--- config.mk ---
export PLATFORM = sky130hd
export DESIGN_NAME = bch_chien_search_p16_flat
export DESIGN_NICKNAME = d
export VERILOG_FILES = /design/src/rtl/gf13_pkg.sv /design/src/rtl/bch_chien_search_p16_if.sv /design/src/rtl/gf13_cmul_const.sv /design/src/rtl/bch_chien_search_p16.sv /design/src/flat_wrapper.sv
export SDC_FILE = /design/constraint.sdc
export NUM_CORES = 2
export LEC_CHECK = 0
export BUFFER_PORTS_ARGS = -buffer_cell sky130_fd_sc_hd__buf_2
export CORE_MARGIN = 1.5
export CORE_UTILIZATION = 50
export CTS_CLUSTER_SIZE = 16
export DETAILED_ROUTE_END_ITERATION = 10
export PLACE_DENSITY = 0.67
export SYNTH_ARGS = -nofsm -noshare
export SYNTH_HDL_FRONTEND = slang
export SYNTH_SLANG_ARGS = --single-unit
--- constraint.sdc ---
create_clock -name clk -period 5 [get_ports clk]
set_input_delay 0 -clock clk [delete_from_list [all_inputs] [get_ports clk]]
set_output_delay 0 -clock clk [all_outputs]
set_load 0.01 [all_outputs]
--- src/rtl/gf13_pkg.sv ---
// rtl/gf13_pkg.sv - GF(2^13) constants, FSM encoding and elaboration-time field helpers
package gf13_pkg;
   localparam int          GF_M    = 13;
   localparam int          GF_N    = 8191;
   localparam logic [12:0] GF_POLY = 13'h001B;

   typedef enum logic [1:0] {
      ST_IDLE   = 2'd0,
      ST_SEARCH = 2'd1,
      ST_FIN    = 2'd2
   } gf_state_t;

   function automatic logic [12:0] gf_mul(input logic [12:0] a, input logic [12:0] b);
      logic [12:0] acc;
      logic [12:0] sh;
      acc = '0;
      sh  = a;
      for (int i = 0; i < GF_M; i++) begin
         if (b[i]) acc = acc ^ sh;
         sh = sh[12] ? ((sh << 1) ^ GF_POLY) : (sh << 1);
      end
      return acc;
   endfunction

   // Square-and-multiply keeps constant evaluation short for any exponent.
   function automatic logic [12:0] gf_alpha_pow(input int e);
      int          r;
      logic [12:0] acc;
      logic [12:0] base;
      r = e % GF_N;
      if (r < 0) r = r + GF_N;
      acc  = 13'd1;
      base = 13'd2;
      for (int i = 0; i < GF_M; i++) begin
         if (r[i]) acc = gf_mul(acc, base);
         base = gf_mul(base, base);
      end
      return acc;
   endfunction

   function automatic logic [4:0] gf_popcnt16(input logic [15:0] v);
      logic [4:0] n;
      n = '0;
      for (int i = 0; i < 16; i++) begin
         if (v[i]) n = n + 5'd1;
      end
      return n;
   endfunction
endpackage

--- src/rtl/bch_chien_search_p16_if.sv ---
// rtl/bch_chien_search_p16_if.sv - Lambda input and error-mask output handshake bundle
interface bch_chien_search_p16_if #(parameter int T = 8);
   logic                  lam_valid;
   logic                  lam_ready;
   logic [13*(T+1)-1:0]   lam_in;
   logic [3:0]            lam_deg;
   logic                  err_valid;
   logic                  err_ready;
   logic [15:0]           err_mask;
   logic [8:0]            err_blk;
   logic                  done;
   logic [3:0]            err_cnt;
   logic                  fail;

   modport master (
      output lam_valid, lam_in, lam_deg, err_ready,
      input  lam_ready, err_valid, err_mask, err_blk, done, err_cnt, fail
   );

   modport slave (
      input  lam_valid, lam_in, lam_deg, err_ready,
      output lam_ready, err_valid, err_mask, err_blk, done, err_cnt, fail
   );
endinterface

--- src/rtl/gf13_cmul_const.sv ---
// rtl/gf13_cmul_const.sv - combinational multiply by the constant alpha^E in GF(2^13)
module gf13_cmul_const
   import gf13_pkg::*;
#(
   parameter int E = 0
) (
   input  logic [12:0] i_x,
   output logic [12:0] o_y
);
   localparam logic [12:0] C = gf_alpha_pow(E);

   logic [12:0] w_col [GF_M];

   // Column i is C*alpha^i; the product is the XOR of columns selected by i_x.
   for (genvar i = 0; i < GF_M; i++) begin : g_col
      localparam logic [12:0] COL = gf_mul(C, 13'(1 << i));
      assign w_col[i] = i_x[i] ? COL : 13'd0;
   end

   always_comb begin
      o_y = '0;
      for (int i = 0; i < GF_M; i++) o_y = o_y ^ w_col[i];
   end
endmodule

--- src/rtl/bch_chien_search_p16.sv ---
// rtl/bch_chien_search_p16.sv - 16-way parallel Chien search over GF(2^13)
// Define CHIEN_ERRCNT_CHECK_EN to enable root counting (err_cnt) and the degree check (fail).
module bch_chien_search_p16
   import gf13_pkg::*;
#(
   parameter int T     = 8,
   parameter int N_LEN = 8191,
   parameter int START = 1
) (
   input  logic                  clk,
   input  logic                  rst,
   bch_chien_search_p16_if.slave bus
);
   localparam int          NBLK      = (N_LEN + 15) / 16;
   localparam int          LAST_W    = N_LEN - 16 * (NBLK - 1);
   localparam logic [8:0]  BLK_LAST  = 9'(NBLK - 1);
   localparam logic [15:0] LAST_KEEP = (LAST_W >= 16) ? 16'hFFFF : 16'((32'd1 << LAST_W) - 32'd1);

   gf_state_t   r_state;
   gf_state_t   w_state_nxt;
   logic [12:0] r_r    [T+1];
   logic [12:0] w_load [T+1];
   logic [12:0] w_upd  [T+1];
   logic [12:0] w_term [T+1][16];
   logic [12:0] w_syn;
   logic [15:0] w_mask;
   logic [15:0] r_mask;
   logic [8:0]  r_k;
   logic [8:0]  r_blk;
   logic        r_lam_ready;
   logic        r_err_valid;
   logic        r_done;
   logic        w_load_en;
   logic        w_step;
   logic        w_fin;
   logic        w_last;

   // R_j tracks Lambda_j*alpha^(j*(START+16k)); column p of the grid adds the j*p offset.
   for (genvar j = 0; j <= T; j++) begin : g_coef
      gf13_cmul_const #(.E(j * START)) u_load (.i_x(bus.lam_in[13*j +: 13]), .o_y(w_load[j]));
      gf13_cmul_const #(.E(16 * j))    u_upd  (.i_x(r_r[j]),                 .o_y(w_upd[j]));
      for (genvar p = 0; p < 16; p++) begin : g_eval
         gf13_cmul_const #(.E(j * p)) u_eval (.i_x(r_r[j]), .o_y(w_term[j][p]));
      end
   end

   assign w_last = (r_k == BLK_LAST);

   always_comb begin
      w_mask = '0;
      w_syn  = '0;
      for (int p = 0; p < 16; p++) begin
         w_syn = '0;
         for (int j = 0; j <= T; j++) w_syn = w_syn ^ w_term[j][p];
         w_mask[p] = (w_syn == 13'd0);
      end
      if (w_last) w_mask = w_mask & LAST_KEEP;
   end

   always_comb begin
      w_state_nxt = r_state;
      w_load_en   = 1'b0;
      w_step      = 1'b0;
      w_fin       = 1'b0;
      case (r_state)
         ST_IDLE: begin
            if (bus.lam_valid && r_lam_ready) begin
               w_load_en   = 1'b1;
               w_state_nxt = ST_SEARCH;
            end
         end
         ST_SEARCH: begin
            if (!r_err_valid || bus.err_ready) begin
               w_step = 1'b1;
               if (w_last) w_state_nxt = ST_FIN;
            end
         end
         ST_FIN: begin
            if (bus.err_ready) begin
               w_fin       = 1'b1;
               w_state_nxt = ST_IDLE;
            end
         end
         default: w_state_nxt = ST_IDLE;
      endcase
   end

   always_ff @(posedge clk or posedge rst) begin
      if (rst) begin
         r_state     <= ST_IDLE;
         r_lam_ready <= 1'b0;
         r_err_valid <= 1'b0;
         r_mask      <= '0;
         r_blk       <= '0;
         r_k         <= '0;
         r_done      <= 1'b0;
         for (int j = 0; j <= T; j++) r_r[j] <= '0;
      end else begin
         r_state     <= w_state_nxt;
         r_lam_ready <= (w_state_nxt == ST_IDLE);
         r_done      <= w_fin;
         if (w_load_en) begin
            r_k <= '0;
            r_r <= w_load;
         end
         if (w_step) begin
            r_mask      <= w_mask;
            r_blk       <= r_k;
            r_err_valid <= 1'b1;
            r_k         <= r_k + 9'd1;
            r_r         <= w_upd;
         end
         if (w_fin) r_err_valid <= 1'b0;
      end
   end

   assign bus.lam_ready = r_lam_ready;
   assign bus.err_valid = r_err_valid;
   assign bus.err_mask  = r_mask;
   assign bus.err_blk   = r_blk;
   assign bus.done      = r_done;

`ifdef CHIEN_ERRCNT_CHECK_EN
   logic [3:0] r_err_cnt;
   logic [3:0] r_deg;
   logic       r_fail;
   logic [4:0] w_cnt_sum;

   assign w_cnt_sum = {1'b0, r_err_cnt} + gf_popcnt16(w_mask);

   always_ff @(posedge clk or posedge rst) begin
      if (rst) begin
         r_err_cnt <= '0;
         r_deg     <= '0;
         r_fail    <= 1'b0;
      end else begin
         if (w_load_en) begin
            r_err_cnt <= '0;
            r_deg     <= bus.lam_deg;
            r_fail    <= 1'b0;
         end
         if (w_step) r_err_cnt <= (w_cnt_sum > 5'd15) ? 4'd15 : w_cnt_sum[3:0];
         if (w_fin)  r_fail    <= (r_err_cnt != r_deg);
      end
   end

   assign bus.err_cnt = r_err_cnt;
   assign bus.fail    = r_fail;
`else
   assign bus.err_cnt = '0;
   assign bus.fail    = 1'b0;
`endif
endmodule

--- src/flat_wrapper.sv ---
// flat-port wrapper written by rule: the top's interface ports become plain ports
module bch_chien_search_p16_flat import gf13_pkg::*;
#(
   parameter int T     = 8,
   parameter int N_LEN = 8191,
   parameter int START = 1
)
  (clk, rst, bus_lam_valid, bus_lam_in, bus_lam_deg, bus_err_ready, bus_lam_ready, bus_err_valid, bus_err_mask, bus_err_blk, bus_done, bus_err_cnt, bus_fail);
  bch_chien_search_p16_if #(.T(T)) bus_i ();
  input  logic clk;
  input  logic rst;
  input wire logic [$bits(bus_i.lam_valid)-1:0] bus_lam_valid;
  input wire logic [$bits(bus_i.lam_in)-1:0] bus_lam_in;
  input wire logic [$bits(bus_i.lam_deg)-1:0] bus_lam_deg;
  input wire logic [$bits(bus_i.err_ready)-1:0] bus_err_ready;
  output wire logic [$bits(bus_i.lam_ready)-1:0] bus_lam_ready;
  output wire logic [$bits(bus_i.err_valid)-1:0] bus_err_valid;
  output wire logic [$bits(bus_i.err_mask)-1:0] bus_err_mask;
  output wire logic [$bits(bus_i.err_blk)-1:0] bus_err_blk;
  output wire logic [$bits(bus_i.done)-1:0] bus_done;
  output wire logic [$bits(bus_i.err_cnt)-1:0] bus_err_cnt;
  output wire logic [$bits(bus_i.fail)-1:0] bus_fail;
  assign bus_i.lam_valid = bus_lam_valid;
  assign bus_i.lam_in = bus_lam_in;
  assign bus_i.lam_deg = bus_lam_deg;
  assign bus_i.err_ready = bus_err_ready;
  assign bus_lam_ready = bus_i.lam_ready;
  assign bus_err_valid = bus_i.err_valid;
  assign bus_err_mask = bus_i.err_mask;
  assign bus_err_blk = bus_i.err_blk;
  assign bus_done = bus_i.done;
  assign bus_err_cnt = bus_i.err_cnt;
  assign bus_fail = bus_i.fail;
  bch_chien_search_p16 #(.T(T), .N_LEN(N_LEN), .START(START)) u_core (.clk(clk), .rst(rst), .bus(bus_i));
endmodule
# Word level (Yosys, flattened, before mapping)

Cells that the tools add are included.

Register bits: 156
Input port bits: 125
Output and inout bits: 33
Logic and storage cells: 3839

Add/subtract/negate cells: 1
Equal/unequal tests: 3
Muxes and demuxes: 1916
Bitwise logic cells: 1880
Reductions and logical operators: 23

Operators with widths:

| kind                                    | number |
|---|---|
| 13-bit XOR                              | 753 |
| 13-bit two-way mux                      | 672 |
| 13-bit by 12-bit XOR with 13-bit output | 320 |
| 12-bit two-way mux                      | 342 |
| 13-bit by 11-bit XOR with 13-bit output | 198 |
| 11-bit two-way mux                      | 212 |
| 13-bit by 10-bit XOR with 13-bit output | 175 |
| 10-bit two-way mux                      | 185 |
| 13-bit by 9-bit XOR with 13-bit output  | 119 |
| 9-bit two-way mux                       | 128 |
| 13-bit by 8-bit XOR with 13-bit output  | 78 |
| 13-bit by 7-bit XOR with 13-bit output  | 68 |
| 13-bit by 6-bit XOR with 13-bit output  | 65 |
| 13-bit by 5-bit XOR with 13-bit output  | 62 |
| 8-bit two-way mux                       | 85 |
| 7-bit two-way mux                       | 78 |
| 6-bit two-way mux                       | 71 |
| 5-bit two-way mux                       | 67 |
| 13-bit by 4-bit XOR with 13-bit output  | 20 |
| 117-bit two-way mux                     | 2 |
| 13-bit zero test                        | 16 |
| 13-bit by 3-bit XOR with 13-bit output  | 12 |
| 13-bit by 2-bit XOR with 13-bit output  | 10 |
| 4-bit two-way mux                       | 23 |
| other kinds (14)                        | 62 |

# Logic depth before layout (Yosys ltp)

Depth after elaboration: 23
Gate-level depth with buffers: 11
Mapped depth without buffers: 8

# Worst setup path after synthesis

No wires, ideal clock.

Path kind: reg-to-reg
Start point: register u_core.r_r[77] in the netlist's numbering
End point: register u_core.r_mask[12] (netlist: u_core.bus.err_mask[12])
Arrival time: 3.238 ns
Data required time: 4.896 ns
Setup slack: 1.659 ns
Stages on the path, launching flop included: 10
Path buffers: 1
Cell sequence: dfrtp_1 -> buf_4 -> xnor2_4 -> xor2_1 -> xnor3_2 -> xnor3_1 -> xnor2_1 -> nand4_1 -> or4_1 -> o41ai_2

Cells in the longest elaborated chain, start to end: 10

RTL lines:

| element                  | RTL line                    | RTL |
|---|---|---|
| start: declaration       | bch_chien_search_p16.sv:21  | `logic [12:0] r_r [T+1];` |
| start signal: assignment | bch_chien_search_p16.sv:104 | `r_r <= w_load;` |
| start signal: assignment | bch_chien_search_p16.sv:111 | `r_r <= w_upd;` |
| 13-bit two-way mux       | gf13_cmul_const.sv:17       | `assign w_col[i] = i_x[i] ? COL : 13'd0;` |
| 13-bit XOR               | gf13_cmul_const.sv:22       | `for (int i = 0; i < GF_M; i++) o_y = o_y ^ w_col[i];` |
| 13-bit XOR (6 in series) | bch_chien_search_p16.sv:54  | `for (int j = 0; j <= T; j++) w_syn = w_syn ^ w_term[j][p];` |
| 13-bit zero test         | bch_chien_search_p16.sv:55  | `w_mask[p] = (w_syn == 13'd0);` |
| 16-bit two-way mux       | bch_chien_search_p16.sv:57  | `if (w_last) w_mask = w_mask & LAST_KEEP;` |
| end signal: assignment   | bch_chien_search_p16.sv:107 | `r_mask <= w_mask;` |
| end: declaration         | bch_chien_search_p16.sv:27  | `logic [15:0] r_mask;` |

No other way between the ends.
A chain may end at the register's enable or synchronous reset.

# Final worst setup path

Start point: register u_core.r_r[103] in the netlist's numbering
End point: register u_core.r_mask[5] (netlist: u_core.bus.err_mask[5])

Cells in the longest elaborated chain, start to end: 12

RTL lines:

| element                                | RTL line |
|---|---|
| 9-bit two-way mux                      | gf13_cmul_const.sv:17 |
| 13-bit by 9-bit XOR with 13-bit output | gf13_cmul_const.sv:22 |
| 13-bit XOR (8 in series)               | bch_chien_search_p16.sv:54 |
| 13-bit zero test                       | bch_chien_search_p16.sv:55 |
| 16-bit two-way mux                     | bch_chien_search_p16.sv:57 |

No other way between the ends.

==> flow_summary.toml <==
[sta]
rsz0062_at_grt = "false"
tightest_slew_ns = 1.57
max_slew_margin = -0.0573
finalSetupViolCount = 0
hold_violations = 1
fmax_mhz = 218
timing.final.crit_share = 0.916
slew_viol_final = 3
fin_crit_ns = 4.58
tns_ns = 0
clock_skew_ns = 0.0383
hold_slack_ns = -0.00435

[global_routing]
grt_antenna_before_repair = 21
grt_overflow = 0
grt_pass1_vias = 37478
grt_usage = 0.692
grt_pass1_wl_um = 379000
grt_start_max_net_pins = 82

[floorplan]
boundaryPins = 158
coreArea_mm2 = 0.0818
start_util = 0.504
num_rows = 105
dieWidth_um = 290
dieArea_mm2 = 0.0842
die_h_um = 290

[synthesis]
async_flop_share = 1.00
synth_top_area_share = 0.478
synth_area_leader_cell = "xnor2_1"
yosysUniqueCellTypes = 54
ys_seq_elements = 156
yosysWarnings = 0
avgSynthCellArea_um2 = 9.95
synth_edf_count = 0
synth_cells = 4142
syn_area_mm2 = 0.0412
ys_seq_area_frac = 0.0947
synth_top_flop_cell = "dfrtp_1"
yosys-top-cells-area = "xnor2_1 48%, xnor3_1 14%, xor2_1 12%, dfrtp_1 9.5%, xnor2_2 2.1%"

[cts]
clock-sinks = 156
path_clk_slew_ns = 0.10
worstSkewPairLatency_ns = 0.58
clk_path_buf_depth = 2
htree_levels = 4
cts_buffers = 17
postCtsSetupRepairBufs = 0
cts_root_buf = "clkbuf_16"
cts_tree = "done"

[routing]
vias = 41677
wirelength_um = 295000
drc = 7
drt_iter0_drc = 9220
vias_per_cell = 7.15
firstDrtPassIters = 11
final_antenna_net_count = 0
wire_per_inst_um = 50.5

[worst_setup_path]
startpoint = "u_core.r_r[103]"
crit_fanout = 10
cp-start-kind = "register"
worst_setup_path_end_kind = "register"
rr_startpoint = "u_core.r_r[103]"
arrival_ns = 5.05
worstSetupPathType = "reg -> reg"
required_ns = 5.47

[place]
gp_congestion = 1.27
dp_hpwl_um = 236000
dp.cells = 5673
portBuffers = 148
placed_cell_area_mm2 = 0.0466

[status]
violations = "design-rule violations, negative hold slack, max-capacitance violations, max-slew violations"
outcome = "complete, but fails checks"

[hold_path]
hp-start = "bus_lam_in[63]"
hold_path.class = "in -> reg"

[final_layout]
final_cell_mix = "2214 x xnor2_1, 582 x xor2_1, 561 x buf_4, 263 x xnor3_1, 152 x dfrtp_1"
postLayoutCellArea_mm2 = 0.0484
final_cells = 5829
nNetsFinal = 4859
layout_commonest_cell = "xnor2_1"
layout-drive-gt1-share = 0.188
areaGrowthSynthToFinish_pct = 17.3

[run]
max_cap_viol_count = 1
-- worst max-delay path: stages, from the launching register on --
cell and delay [ns]:
dfrtp_1 1.02, xnor2_2 0.41, xnor2_2 0.87, xor2_1 0.64, xnor2_1 0.16, xnor2_1 0.24, xnor3_1 0.42, or4_1 0.44
o41ai_1 0.27
-- state kept, by name, summed over array words and instances (netlist names) --
| register | cells |
|---|---|
| u_core.bus.err_valid | 1 |
| u_core.bus.done | 1 |
| u_core.bus.lam_ready | 1 |
| u_core.bus.err_blk | 9 |
| u_core.r_state | 2 |
| u_core.r_k | 9 |
| u_core.r_r | 117 |
| u_core.bus.err_mask | 16 |
-- repair_timing --
action                    in CTS  in global routing
hold endpoints to repair     183                  0
gates resized for setup        0                  0
hold buffers                 108                  0
-- worst paths after layout --
path	endpoint	slack (ns)	cells after the start
worst max-delay path	u_core.bus.err_mask[5]	0.42	8
worst min-delay path	u_core.r_r[55]	-0.004	5
worst max register to register	u_core.bus.err_mask[5]	0.42	8
worst min register to register	u_core.bus.err_blk[7]	0.49	2
max in group asynchronous	u_core.r_r[30]	3.74	4
min in group asynchronous	u_core.r_k[6]	0.14	3
-- through the flow --
stage,util,worst slack [ns]
final,0.591,0.421
after global routing,0.591,0.527
after CTS,0.590,0.763
after detailed placement,0.570,0.762
after global placement,0.570,0.775
after floorplan,-,0.793
-- cell usage after synthesis, types with 19 or more instances --
cell	count
buf_1	27
nand2_1	152
buf_2	117
buf_4	44
xnor2_2	53
xnor2_4	19
o211ai_1	19
xnor3_1	263
xor2_1	587
xor3_1	27
nor4_1	19
a22oi_1	51
clkbuf_1	55
a21oi_1	29
nor2_1	44
xnor2_1	2250
dfrtp_1	156
o21ai_0	84
-- final cells by class --
| cell class | instances | area (um^2) |
|---|---|---|
| Fill cell | 7181 | 33500 |
| Clock buffer | 18 | 439 |
| Timing Repair Buffer | 825 | 6180 |
| Multi-Input combinational cell | 3724 | 36300 |
| Clock inverter | 14 | 149 |
| Inverter | 8 | 35.0 |
| Sequential cell | 156 | 3910 |
| Tap cell | 1070 | 1340 |
| Antenna cell | 14 | 35.0 |
-- cells by family after synthesis --
logic type / share of synthesized area
flip-flops: 0.0947
XOR/XNOR: 0.805
adder cells (fa/ha/maj): 0.000607
AND/OR/NAND/NOR: 0.0286
AO/OA/AOI/OAI: 0.0368
other: 0.0000910
buffers and inverters: 0.0345
-- routing by layer --
layer,GRT usage,share of wire
met1,0.728,0.32
met2,0.844,0.35
met3,0.532,0.20
met4,0.626,0.13
met5,0.257,0.011
Power is left out: the tool's default activity adds up to more than one toggle a clock period on the data nets, which glitch-free logic cannot reach.
